==> src/rtl/arb_pkg.sv <==
// Shared definitions for the 8-way round-robin arbiter: sizes, FSM
// state type and a one-hot helper.
package arb_pkg;

    localparam int N_REQ = 8;
    localparam int ID_W  = 3;

    typedef enum logic {
        IDLE = 1'b0,
        BUSY = 1'b1
    } arb_state_t;

    // Convert a requester index into its one-hot grant vector.
    function automatic logic [N_REQ-1:0] onehot8(input logic [ID_W-1:0] id);
        onehot8 = {{(N_REQ-1){1'b0}}, 1'b1} << id;
    endfunction

endpackage

==> src/rtl/prio_enc8.sv <==
// 8-bit priority encoder: lowest set bit wins. With no bit set, idx is 0
// and any is 0.
module prio_enc8
    import arb_pkg::*;
(
    input  logic [N_REQ-1:0] in,
    output logic [ID_W-1:0]  idx,
    output logic             any
);

    // Scan from the top down so the lowest set bit is the last one written.
    always_comb begin
        idx = '0;
        for (int i = N_REQ - 1; i >= 0; i--) begin
            if (in[i]) begin
                idx = ID_W'(i);
            end
        end
    end

    assign any = |in;

endmodule

==> src/rtl/rr_priority_arbiter.sv <==
// Round-robin arbiter for 8 requesters. A requester holds req high for as
// long as it owns the resource. The grant is registered, one-hot or zero,
// and grant_id carries the owner's index for the datapath mux.
// Handshake: req is a level; ownership starts on the edge where grant is
// loaded and ends on the first edge where the owner's req is sampled low.
// Handoff to the next requester happens on that same edge (no idle gap).
// Optional feature macro: ARB_GRANT_TIMEOUT_EN -- bounds each tenure to
// MAX_HOLD cycles and locks the evicted owner out until it drops req.
module rr_priority_arbiter
    import arb_pkg::*;
#(
    parameter int MAX_HOLD = 16,
    parameter int CNT_W    = 5
) (
    input  logic             clk,
    input  logic             rst_n,
    input  logic [N_REQ-1:0] req,
    output logic [N_REQ-1:0] grant,
    output logic [ID_W-1:0]  grant_id,
    output logic             grant_valid,
    output logic             timeout
);

    arb_state_t       state;
    logic [ID_W-1:0]  last_id;
    logic [N_REQ-1:0] lockout;
    logic [N_REQ-1:0] cand;
    logic [N_REQ-1:0] masked;
    logic             owner_req;
    logic             force_rel;
    logic [ID_W-1:0]  m_idx;
    logic [ID_W-1:0]  r_idx;
    logic             m_any;
    logic             r_any;
    logic [ID_W-1:0]  winner;
    logic             new_grant;

    // Counter must be able to hold MAX_HOLD-1; the encoder is 8 wide.
    if ((2 ** CNT_W) <= MAX_HOLD || N_REQ != 8) begin : g_cfg_check
        $error("rr_priority_arbiter: need N_REQ==8 and 2**CNT_W > MAX_HOLD");
    end

    assign owner_req = |(req & grant);

`ifdef ARB_GRANT_TIMEOUT_EN
    logic [CNT_W-1:0] hold_cnt;

    assign force_rel = (state == BUSY) && owner_req &&
                       (hold_cnt == CNT_W'(MAX_HOLD - 1));

    // Tenure counter, lockout mask and the one-cycle timeout pulse.
    always_ff @(posedge clk or negedge rst_n) begin
        if (!rst_n) begin
            hold_cnt <= '0;
            lockout  <= '0;
            timeout  <= 1'b0;
        end else begin
            timeout <= force_rel;
            lockout <= (lockout & req) | (force_rel ? grant : '0);
            if (new_grant) begin
                hold_cnt <= '0;
            end else if (state == BUSY) begin
                hold_cnt <= hold_cnt + CNT_W'(1);
            end
        end
    end
`else
    assign lockout   = '0;
    assign force_rel = 1'b0;
    assign timeout   = 1'b0;
`endif

    // A forcibly released owner still has req high, so drop it explicitly.
    assign cand = req & ~lockout & ~(force_rel ? grant : '0);

    // Keep only candidates strictly above the previous winner.
    always_comb begin
        masked = '0;
        for (int i = 0; i < N_REQ; i++) begin
            if (ID_W'(i) > last_id) begin
                masked[i] = cand[i];
            end
        end
    end

    prio_enc8 u_enc_masked (
        .in  (masked),
        .idx (m_idx),
        .any (m_any)
    );

    prio_enc8 u_enc_raw (
        .in  (cand),
        .idx (r_idx),
        .any (r_any)
    );

    assign winner    = m_any ? m_idx : r_idx;
    assign new_grant = r_any && ((state == IDLE) || !owner_req || force_rel);

    // Arbitration FSM with registered grant, grant_id and rotation pointer.
    always_ff @(posedge clk or negedge rst_n) begin
        if (!rst_n) begin
            state    <= IDLE;
            grant    <= '0;
            grant_id <= '0;
            last_id  <= ID_W'(N_REQ - 1);
        end else begin
            case (state)
                IDLE: begin
                    if (r_any) begin
                        state    <= BUSY;
                        grant    <= onehot8(winner);
                        grant_id <= winner;
                        last_id  <= winner;
                    end
                end
                BUSY: begin
                    if (!owner_req || force_rel) begin
                        if (r_any) begin
                            grant    <= onehot8(winner);
                            grant_id <= winner;
                            last_id  <= winner;
                        end else begin
                            state    <= IDLE;
                            grant    <= '0;
                            grant_id <= '0;
                        end
                    end
                end
                default: begin
                    state    <= IDLE;
                    grant    <= '0;
                    grant_id <= '0;
                end
            endcase
        end
    end

    assign grant_valid = |grant;

endmodule

==> config.mk <==
export PLATFORM = sky130hd
export DESIGN_NAME = rr_priority_arbiter
export DESIGN_NICKNAME = d
export VERILOG_FILES = /design/src/rtl/arb_pkg.sv /design/src/rtl/prio_enc8.sv /design/src/rtl/rr_priority_arbiter.sv
export SDC_FILE = /design/constraint.sdc
export NUM_CORES = 1
export LEC_CHECK = 0
export ABC_AREA = 1
export BUFFER_PORTS_ARGS = -buffer_cell sky130_fd_sc_hd__buf_2
export CAP_MARGIN = 20
export CORE_UTILIZATION = 26
export CTS_CLUSTER_DIAMETER = 120
export DETAILED_ROUTE_END_ITERATION = 12
export GPL_ROUTABILITY_DRIVEN = 1
export HOLD_SLACK_MARGIN = 0.06
export PLACE_DENSITY = 0.53
export SLEW_MARGIN = 40
export SYNTH_ARGS = -nofsm -noshare
export SYNTH_HDL_FRONTEND = slang
export SYNTH_SLANG_ARGS = --single-unit
==> constraint.sdc <==
create_clock -name clk -period 2.1 [get_ports clk]
set_input_delay 0.21 -clock clk [delete_from_list [all_inputs] [get_ports clk]]
set_output_delay 0.21 -clock clk [all_outputs]
set_load 0.005 [all_outputs]
==> Implementation_results.wiki, run 1 <==
{| class="wikitable"
! Metric !! Value
|-
| First-pass GRT wire length || 3.97 mm
|-
| Deepest clock path buffer count || 2
|-
| Number of vias in the routed layout || 944
|-
| Number of setup violations in the final report || 0
|-
| Starting Density || 27.5%
|-
| Initial antenna violation count || 0
|-
| Top cells by area, synth || sky130_fd_sc_hd__dfrtp_1, sky130_fd_sc_hd__nand2_1, sky130_fd_sc_hd__nand2_2, sky130_fd_sc_hd__dfstp_2, sky130_fd_sc_hd__nand3_1
|-
| Number of max-capacitance violations reported || 0
|-
| Commonest cells in the synthesized netlist || sky130_fd_sc_hd__nand2_1, sky130_fd_sc_hd__nand2_2, sky130_fd_sc_hd__nand3_1
|-
| Total CTS buffers || 3
|-
| Number of synthesized flops with an enable pin || 0
|-
| Die width || 64.4 um
|-
| Ratio of cells with drive above 1 in the final layout || between 30% and 40%
|-
| Status || finished, final reports clean
|-
| Final WL || 2.36 mm
|-
| Top flip-flop cell by instance count after synthesis || sky130_fd_sc_hd__dfrtp_1
|-
| Leading area contributor after synthesis || sky130_fd_sc_hd__dfrtp_1
|-
| Endpoint of the worst hold-timing path || state
|-
| Critical-path cell with the highest stage delay || sky130_fd_sc_hd__dfstp_2
|-
| Synthesized flop and latch total || 15
|-
| Pin count of the biggest net entering global routing || 16
|-
| Core footprint || between 0.003 and 0.004 mm^2
|-
| Post-detailed-route wirelength per cell || 11.1 um
|-
| Final core occ || 32.7%
|-
| Highest metal layer with signal wires || met4
|-
| Average via count per standard cell || about 4.4
|-
| CP required || roughly 2200 ps
|-
| Fraction of synthesized cell area taken by the top area cell type || between 20% and 30%
|-
| Final nets || roughly 180
|-
| Fraction of registers with async set or reset after synthesis || 100%
|-
| Type of the worst min-delay path || input pin to register
|-
| Family of cells with the greatest summed delay on the critical path || simple AND/OR/NAND/NOR gates
|-
| Synth-to-Final Area Change || 19.1%
|-
| Proportion of synthesized chip area in sequential cells || 37.4%
|-
| Deepest level of the CTS H-tree || 1
|-
| TritonCTS clock tree || built
|-
| Number of hold violations in the final report || 0
|-
| Hold path start || req[5]
|-
| Kind of critical path || register to register
|-
| Floorplan die area || 0.00415 mm^2
|-
| Number of cell rows || 22
|-
| Post-Synthesis Net Count || 151
|-
| Worst-path maximum fanout || 6
|-
| Top-level port count || 23
|-
| Clock net sink count || 15
|-
| Overflow after GRT || 0
|-
| HPWL after detailed placement || 1.95 mm
|-
| Count of different cell masters after synthesis || 24
|-
| Critical path, cell by cell || inv_2 > nand2_2 > nand2_1 > nand2_1 > nand2_2 > nor2_4 > nand3_1 > nand2_2 > inv_1 > nand3_1 > nand2_1
|-
| Port Buffers || 21
|-
| Leakage power || 0.000667 uW
|-
| Critical R2R Capture || grant[0]
|-
| Reg-to-reg slack, setup || 460 ps
|-
| Clock tree root buffer cell || sky130_fd_sc_hd__clkbuf_8
|-
| Peak Freq || 609 MHz
|-
| Vertical die dimension || ~64 um
|-
| Most repeated cell in the gate-level netlist after synthesis || sky130_fd_sc_hd__nand2_1
|-
| Gr usage total || 12.7%
|-
| Vias in the first global route || between 800 and 900
|-
| Number of buffers inserted by post-CTS setup repair || 0
|-
| Logic depth of the worst register-to-register path || 11
|-
| Wire length on met1 || 1.16 mm
|-
| Power density normalized to cell area || between 1000 and 1500 mW/mm^2
|-
| RSZ-0062 raised after global routing || no
|-
| Final weighted congestion in routability-driven placement || around 0.84
|-
| Fin Clk Skew || 1.67 ps
|-
| Violation count after the first detailed-routing iteration || 27
|-
| Number of max-slew violations in the final report || 0
|-
| Kind of end point of the critical path || register
|-
| Antenna cells || 0
|-
| Number of warnings issued by yosys || 0
|-
| Clock-pin slew of the registers on the worst-case setup and hold paths || roughly 60 ps
|-
| Worst setup SP type || register
|-
| Worst Path Buf+Inv || 2
|-
| Reg-to-reg startpoint || last_id[1]
|-
| Delay of the slowest critical-path stage || 560 ps
|-
| Final sum of negative setup slack || 0 ps
|-
| Detail Route Antenna Nets || 0
|-
| Worst vdd ir || 0.596 mV
|-
| Post_cts resized || 0
|-
| Final clock period utilization by the worst path || approximately 78%
|-
| Crit path depth || 11
|-
| Post-Synthesis Mean Instance Area || 7.19 um^2
|-
| DRC Markers || 0
|-
| WHS Path Cells || 3
|-
| CTS Hold Bufs || 1
|-
| Min Clock Period, post-route || 1640 ps
|-
| Total met3 wirelength after detailed routing || 167 um
|-
| Number of detailed-routing iterations run before antenna repair || 4
|-
| Crit path DAT || 1780 ps
|-
| Cell count after synthesis || around 140
|-
| Detail Route met2 WL || a little under 1 mm
|-
| Clock latency on the worst-skew pair || 250 ps
|-
| Post-synth design cell area || 0.00101 mm^2
|}
worst reg2reg max path: cells and delay by family (launching register included):
family                 cells  cell delay, ps
buffers and inverters      2             150
flip-flops                 1             560
AND/OR/NAND/NOR            9             820
cells by family (layout without fill, tap and decap cells):
logic type | count (synthesis) | after routing | synth area share (%)
AO/OA/AOI/OAI | 6 | 6 | 2.96
flip-flops | 15 | 15 | 37.4
other | 1 | 1 | 0.370
buffers and inverters | 18 | 42 | 8.76
AND/OR/NAND/NOR | 101 | 101 | 50.5
through the flow:
step                      setup WS (ps)  power (uW)  cell area [um^2]  hold WS [ps]  instances
after floorplan                     648        1310              1010         -85.6        141
after global routing                295        1940              1210           296        213
after CTS                           461        1790              1210           290        213
after detailed placement            478        1550              1150           132        208
final                               459        1760              1210           288        213
after global placement              503        1550              1150           134        208
metal layers:
layer | vias to the layer above | GRT usage, %
li1 | 492 | -
met3 | 4 | 2.11
met4 | 0 | 5.83
met2 | 26 | 18.7
met1 | 422 | 18.1
met5 | - | 0
how the worst max path moves through the flow:
stage / end / from / slack, ps
5_1_grt: grant[0] / last_id[2] / 300
3_3_place_gp: grant[3] / last_id[1] / 500
6_report: grant[0] / last_id[1] / 460
3_5_place_dp: grant[0] / last_id[1] / 480
4_1_cts: grant[0] / last_id[1] / 460
2_1_floorplan: grant[0] / last_id[2] / 650
cells in the final DEF (no fill, tap or decap), drive strengths merged:
| cell type | n |
|---|---|
| dlygate4sd3 | 1 |
| or2 | 1 |
| nand2 | 68 |
| nor2 | 8 |
| nor3 | 2 |
| clkbuf | 3 |
| nand4 | 3 |
| inv | 15 |
| nor4 | 2 |
| dfstp | 3 |
| clkinv | 2 |
| o21ai | 4 |
| dfrtp | 12 |
| a21oi | 2 |
| nand3 | 17 |
| conb | 1 |
| buf | 21 |
power by group:
group	total, uW	leakage (uW)	switching [uW]	internal (uW)
sequential	553	0.000185	118	435
combinational	977	0.000457	636	340
clock	233	0.0000255	101	131
total	1760	0.000667	856	906
state kept, by name, indices dropped and copies added (netlist names):
signal,flops
last_id,3
state,1
grant,8
grant_id,3
final cells by class:
| class | instances | area (um^2) |
|---|---|---|
| Multi-Input combinational cell | 108 | 546 |
| Fill cell | 418 | 2480 |
| Tap cell | 48 | 60.1 |
| Clock inverter | 1 | 5.00 |
| Inverter | 16 | 61.3 |
| Sequential cell | 15 | 379 |
| Timing Repair Buffer | 22 | 115 |
| Clock buffer | 3 | 41.3 |
(Power assumes the default switching activity.)
==> run 2, diff against run 1 <==
--- a/config.mk
+++ b/config.mk
@@ -5,7 +5,7 @@
 export SDC_FILE = /design/constraint.sdc
 export NUM_CORES = 1
 export LEC_CHECK = 0
-export ABC_AREA = 1
+export ABC_AREA = 0
 export BUFFER_PORTS_ARGS = -buffer_cell sky130_fd_sc_hd__buf_2
 export CAP_MARGIN = 20
 export CORE_UTILIZATION = 26
@@ -13,7 +13,7 @@
 export DETAILED_ROUTE_END_ITERATION = 12
 export GPL_ROUTABILITY_DRIVEN = 1
 export HOLD_SLACK_MARGIN = 0.06
-export PLACE_DENSITY = 0.53
+export PLACE_DENSITY = 0.54
 export SLEW_MARGIN = 40
 export SYNTH_ARGS = -nofsm -noshare
 export SYNTH_HDL_FRONTEND = slang
==> constraint.sdc (replaced) <==
create_clock -name clk -period 1.7 [get_ports clk]
set_input_delay 0.17 -clock clk [delete_from_list [all_inputs] [get_ports clk]]
set_output_delay 0.17 -clock clk [all_outputs]
set_load 0.005 [all_outputs]
==> Implementation_results.wiki, run 2 <==
{| class="wikitable"
! Metric !! Value
|-
| Critical path, cell by cell || o2bb2ai_2 > nand4b_1 > buf_4 > nor3b_4 > a211oi_2 > buf_4 > o31ai_1
|-
| Number of detailed-routing iterations run before antenna repair || 4 (unchanged)
|-
| Clock-pin slew of the registers on the worst-case setup and hold paths || 100 ps (+40 ps)
|-
| Final sum of negative setup slack || -2020 ps (-2020 ps)
|-
| Overflow after GRT || 0 (unchanged)
|-
| Worst-Margin Slew || 635 ps
|-
| Sw Share || 43.8% (-4.7 points)
|-
| Antenna cells || 0 (unchanged)
|-
| Post-Synthesis Net Count || 116 (-23%)
|-
| Clock latency on the worst-skew pair || 290 ps (+40 ps)
|-
| Min Clock Period, post-route || 1910 ps (+264 ps)
|-
| Family of cells with the greatest summed delay on the critical path || flip-flops
|-
| Number of cell rows || 21 (-4.5%)
|-
| Final nets || 166 (-5.7%)
|-
| Post-Synthesis Mean Instance Area || 8.85 um^2 (+23%)
|-
| HPWL after detailed placement || 2.15 mm (+10%)
|-
| CP most frequent cell || sky130_fd_sc_hd__buf_4
|-
| Synth-to-Final Area Change || 59.3%
|-
| Number of max-slew violations in the final report || 0 (unchanged)
|-
| Sequential cell area || 379 um^2 (unchanged)
|-
| Hold path start || req[0]
|-
| Total CTS buffers || 3 (unchanged)
|-
| Largest register FFs || 8 (unchanged)
|-
| Final weighted congestion in routability-driven placement || 0.816 (-3.4%)
|-
| Compound-cell area share of the yosys netlist || 30.9% (+28 points)
|-
| Status || finished, violations left
|-
| Worst-case headroom to the max-slew limit || approximately 57%
|-
| Vias in the first global route || 946 (+11%)
|-
| Power density normalized to cell area || 1960 mW/mm^2 (+35%)
|-
| Deepest clock path buffer count || 2 (unchanged)
|-
| Kind of critical path || register to register
|-
| DRC Markers || 0 (unchanged)
|-
| Detail Route Antenna Nets || 0 (unchanged)
|-
| Number of max-capacitance violations reported || 0 (unchanged)
|-
| Comb power frac || 70.3% (+15 points)
|-
| Average via count per standard cell || 5.10 (+15%)
|-
| Count of different cell masters after synthesis || 36 (+50%)
|-
| Post-synth design cell area || 938 um^2 (-7.4%)
|-
| Number of warnings issued by yosys || 0 (unchanged)
|-
| Clock tree root buffer cell || sky130_fd_sc_hd__clkbuf_4
|-
| Post-placement setup slack || -266 ps (-744 ps)
|-
| Port Buffers || 21 (unchanged)
|-
| Number of setup violations in the final report || 14 (+14)
|-
| Violation count after the first detailed-routing iteration || 45 (+67%)
|-
| Fin Clk Skew || 5.83 ps (+4.16 ps)
|-
| Commonest cells in the synthesized netlist || sky130_fd_sc_hd__nand2_1, sky130_fd_sc_hd__dfrtp_1, sky130_fd_sc_hd__o31ai_1
|-
| Register bank with the most flops || grant
|-
| Total chip power || 2940 uW (+67%)
|-
| Top-level port count || 23 (unchanged)
|-
| Starting Density || 27.7% (+0.21 points)
|-
| Top cells by area, synth || sky130_fd_sc_hd__dfrtp_1, sky130_fd_sc_hd__dfstp_2, sky130_fd_sc_hd__o31ai_1, sky130_fd_sc_hd__nand2_1, sky130_fd_sc_hd__a22o_1
|-
| Gr usage total || 16.8% (+4.0 points)
|-
| RSZ-0062 raised after global routing || yes
|-
| TritonCTS clock tree || built
|-
| Reg-to-reg startpoint || last_id[1]
|-
| Type of the worst min-delay path || input pin to register
|-
| Clock net sink count || 15 (unchanged)
|-
| Final instance area || 0.00150 mm^2 (+24%)
|-
| Critical-path cell with the highest stage delay || sky130_fd_sc_hd__dfstp_2
|-
| Number of vias in the routed layout || 1,026 (+8.7%)
|-
| Deepest level of the CTS H-tree || 1 (unchanged)
|-
| Worst-path maximum fanout || 6 (unchanged)
|-
| Worst vdd ir || 1.04 mV (+75%)
|-
| Crit path DAT || 2100 ps (+320 ps)
|-
| Fraction of met2 tracks used by global routing || 25.4% (+6.7 points)
|-
| CP required || 1890 ps (-340 ps)
|-
| Fraction of synthesized cell area taken by the top area cell type || 32.0% (+2.4 points)
|-
| Most repeated cell in the gate-level netlist after synthesis || sky130_fd_sc_hd__nand2_1
|-
| Kind of end point of the critical path || register
|-
| Internal || 1650 uW (+82%)
|-
| Vertical die dimension || 62.1 um (-3.7%)
|-
| Commonest cells after routing, fill and taps aside || sky130_fd_sc_hd__buf_4, sky130_fd_sc_hd__buf_2, sky130_fd_sc_hd__nand2_1
|-
| Delay of the slowest critical-path stage || 620 ps (+60 ps)
|-
| Placed Area || 0.00126 mm^2 (+9.2%)
|-
| Fill cell instance count of the final layout || 328 (-22%)
|-
| Switching pwr || 1290 uW (+50%)
|-
| Proportion of synthesized chip area in sequential cells || 40.4% (+3.0 points)
|-
| Simple-Gate Fraction of Synth Area || 24.3% (-26 points)
|-
| Critical R2R Capture || grant[5]
|-
| Fraction of power consumed by sequential logic || 22.4% (-9.0 points)
|-
| Multiplexer share of the synthesized area || 0% (unchanged)
|-
| Initial antenna violation count || 0 (unchanged)
|-
| Met1 Usage GRT || 24.1% (+5.9 points)
|-
| Core footprint || 0.00339 mm^2 (-8.1%)
|-
| Most common cell after layout, fill and taps aside || sky130_fd_sc_hd__buf_4
|-
| Final clock period utilization by the worst path || 112% (+34 points)
|-
| Adder-cell share of the synthesized area || 0% (unchanged)
|-
| Post-route worst setup slack || -206 ps (-664 ps)
|-
| Final WL || 3.08 mm (+31%)
|-
| Multi-input logic area || 692 um^2 (+27%)
|-
| Cell count after synthesis || 106 (-25%)
|-
| Die width || 62.1 um (-3.7%)
|-
| Ratio of cells with drive above 1 in the final layout || 52.9% (+17 points)
|-
| Violations in the final reports || setup timing
|-
| Top flip-flop cell by instance count after synthesis || sky130_fd_sc_hd__dfrtp_1
|-
| Number of synthesized flops with an enable pin || 0 (unchanged)
|-
| Largest registers || grant x8, grant_id x3, last_id x3
|-
| Leading area contributor after synthesis || sky130_fd_sc_hd__dfrtp_1
|-
| Number of hold violations in the final report || 0 (unchanged)
|-
| Worst setup SP type || register
|-
| Post-detailed-route wirelength per cell || 15.3 um (+38%)
|-
| WHS Path Cells || 3 (unchanged)
|-
| Leakage power || 0.000661 uW (-0.91%)
|-
| First-pass GRT wire length || 4.61 mm (+16%)
|-
| Worst Path Buf+Inv || 2 (unchanged)
|-
| Endpoint of the worst hold-timing path || state
|-
| Reg-to-reg slack, setup || -210 ps (-660 ps)
|-
| Grt met3 use || 4.14% (+2.0 points)
|-
| Logic depth of the worst register-to-register path || 7 (-4)
|-
| Floorplan die area || 0.00385 mm^2 (-7.2%)
|-
| Area share of xor/xnor cells in the synthesized design || 0% (unchanged)
|-
| Most crowded layer after global routing || met2
|-
| Final core occ || 44.1% (+11 points)
|-
| Clock Power Share || 7.4% (-5.8 points)
|-
| Fraction of registers with async set or reset after synthesis || 100% (unchanged)
|-
| Synthesized flop and latch total || 15 (unchanged)
|-
| Peak Freq || 525 MHz (-14%)
|-
| Pin count of the biggest net entering global routing || 16 (unchanged)
|-
| Combinational family with the most area after synthesis || compound AO/OA/AOI/OAI gates
|}
run 2: changes by cell type after synthesis, sizes merged, moves of 4 or more:
cell / before / now
nand3: 17 / 1
a22o: 0 / 4
nor2: 8 / 4
nor2b: 0 / 5
inv: 15 / 3
nand2: 68 / 20
o31ai: 0 / 10
run 2: power by group through the flow:
stage / Combinational (uW) / Sequential, uW / Clock [uW]
3_5_place_dp: 1490 / 663 / 0
3_3_place_gp: 1470 / 656 / 0
6_report: 2060 / 657 / 217
4_1_cts: 1590 / 653 / 224
2_1_floorplan: 874 / 639 / 0
5_1_grt: 2230 / 673 / 234
run 2: cells by family (layout without fill, tap and decap cells):
group | after synthesis | count (layout)
buf+inv | 8 | 57
compound gates | 38 | 38
flops | 15 | 15
other cells | 1 | 1
simple gates | 44 | 44
run 2: area by class of cell:
cell class / count / area share, %
clock buffer: 4 / 1.76
inverter: 3 / 0.753
multi-input combinational: 83 / 46.3
sequential: 15 / 25.4
tap: 46 / 3.85
timing repair buffer: 50 / 22.0
run 2: layer usage:
layer | wire length, um | vias up
met5 | 0 | -
met4 | 27 | 0
met3 | 107 | 4
met2 | 1410 | 22
met1 | 1530 | 503
li1 | - | 497
run 2: timing repair:
item,CTS,global route
setup buffers,1,5
pin swaps,1,3
endpoints found under the hold margin,13,0
gates resized for setup,8,28
setup endpoints to repair,14,15
hold buffers,1,0
run 2: how the worst max path moves through the flow:
| stage | from | endpoint | slack, ps | depth (start not counted) |
|---|---|---|---|---|
| floorplan | grant[1] | grant[7] | -90 | 6 |
| global placement | last_id[1] | grant[1] | -180 | 6 |
| detailed placement | last_id[1] | grant[1] | -270 | 6 |
| CTS | last_id[1] | grant[6] | -190 | 5 |
| global route | last_id[1] | grant[3] | -320 | 7 |
| finish | last_id[1] | grant[5] | -210 | 7 |
run 2: stage by stage:
step	cells	hold WS, ps
3_5_place_dp	190	95.9
2_1_floorplan	106	-126
4_1_cts	196	217
3_3_place_gp	190	88.1
5_1_grt	201	292
6_report	201	283
run 2: worst register-to-register path, delay by kind of cell (launching register included):
kind,cells,cell delay [ps]
buffers and inverters,2,360
AO/OA/AOI/OAI,3,490
AND/OR/NAND/NOR,2,340
flip-flops,1,620
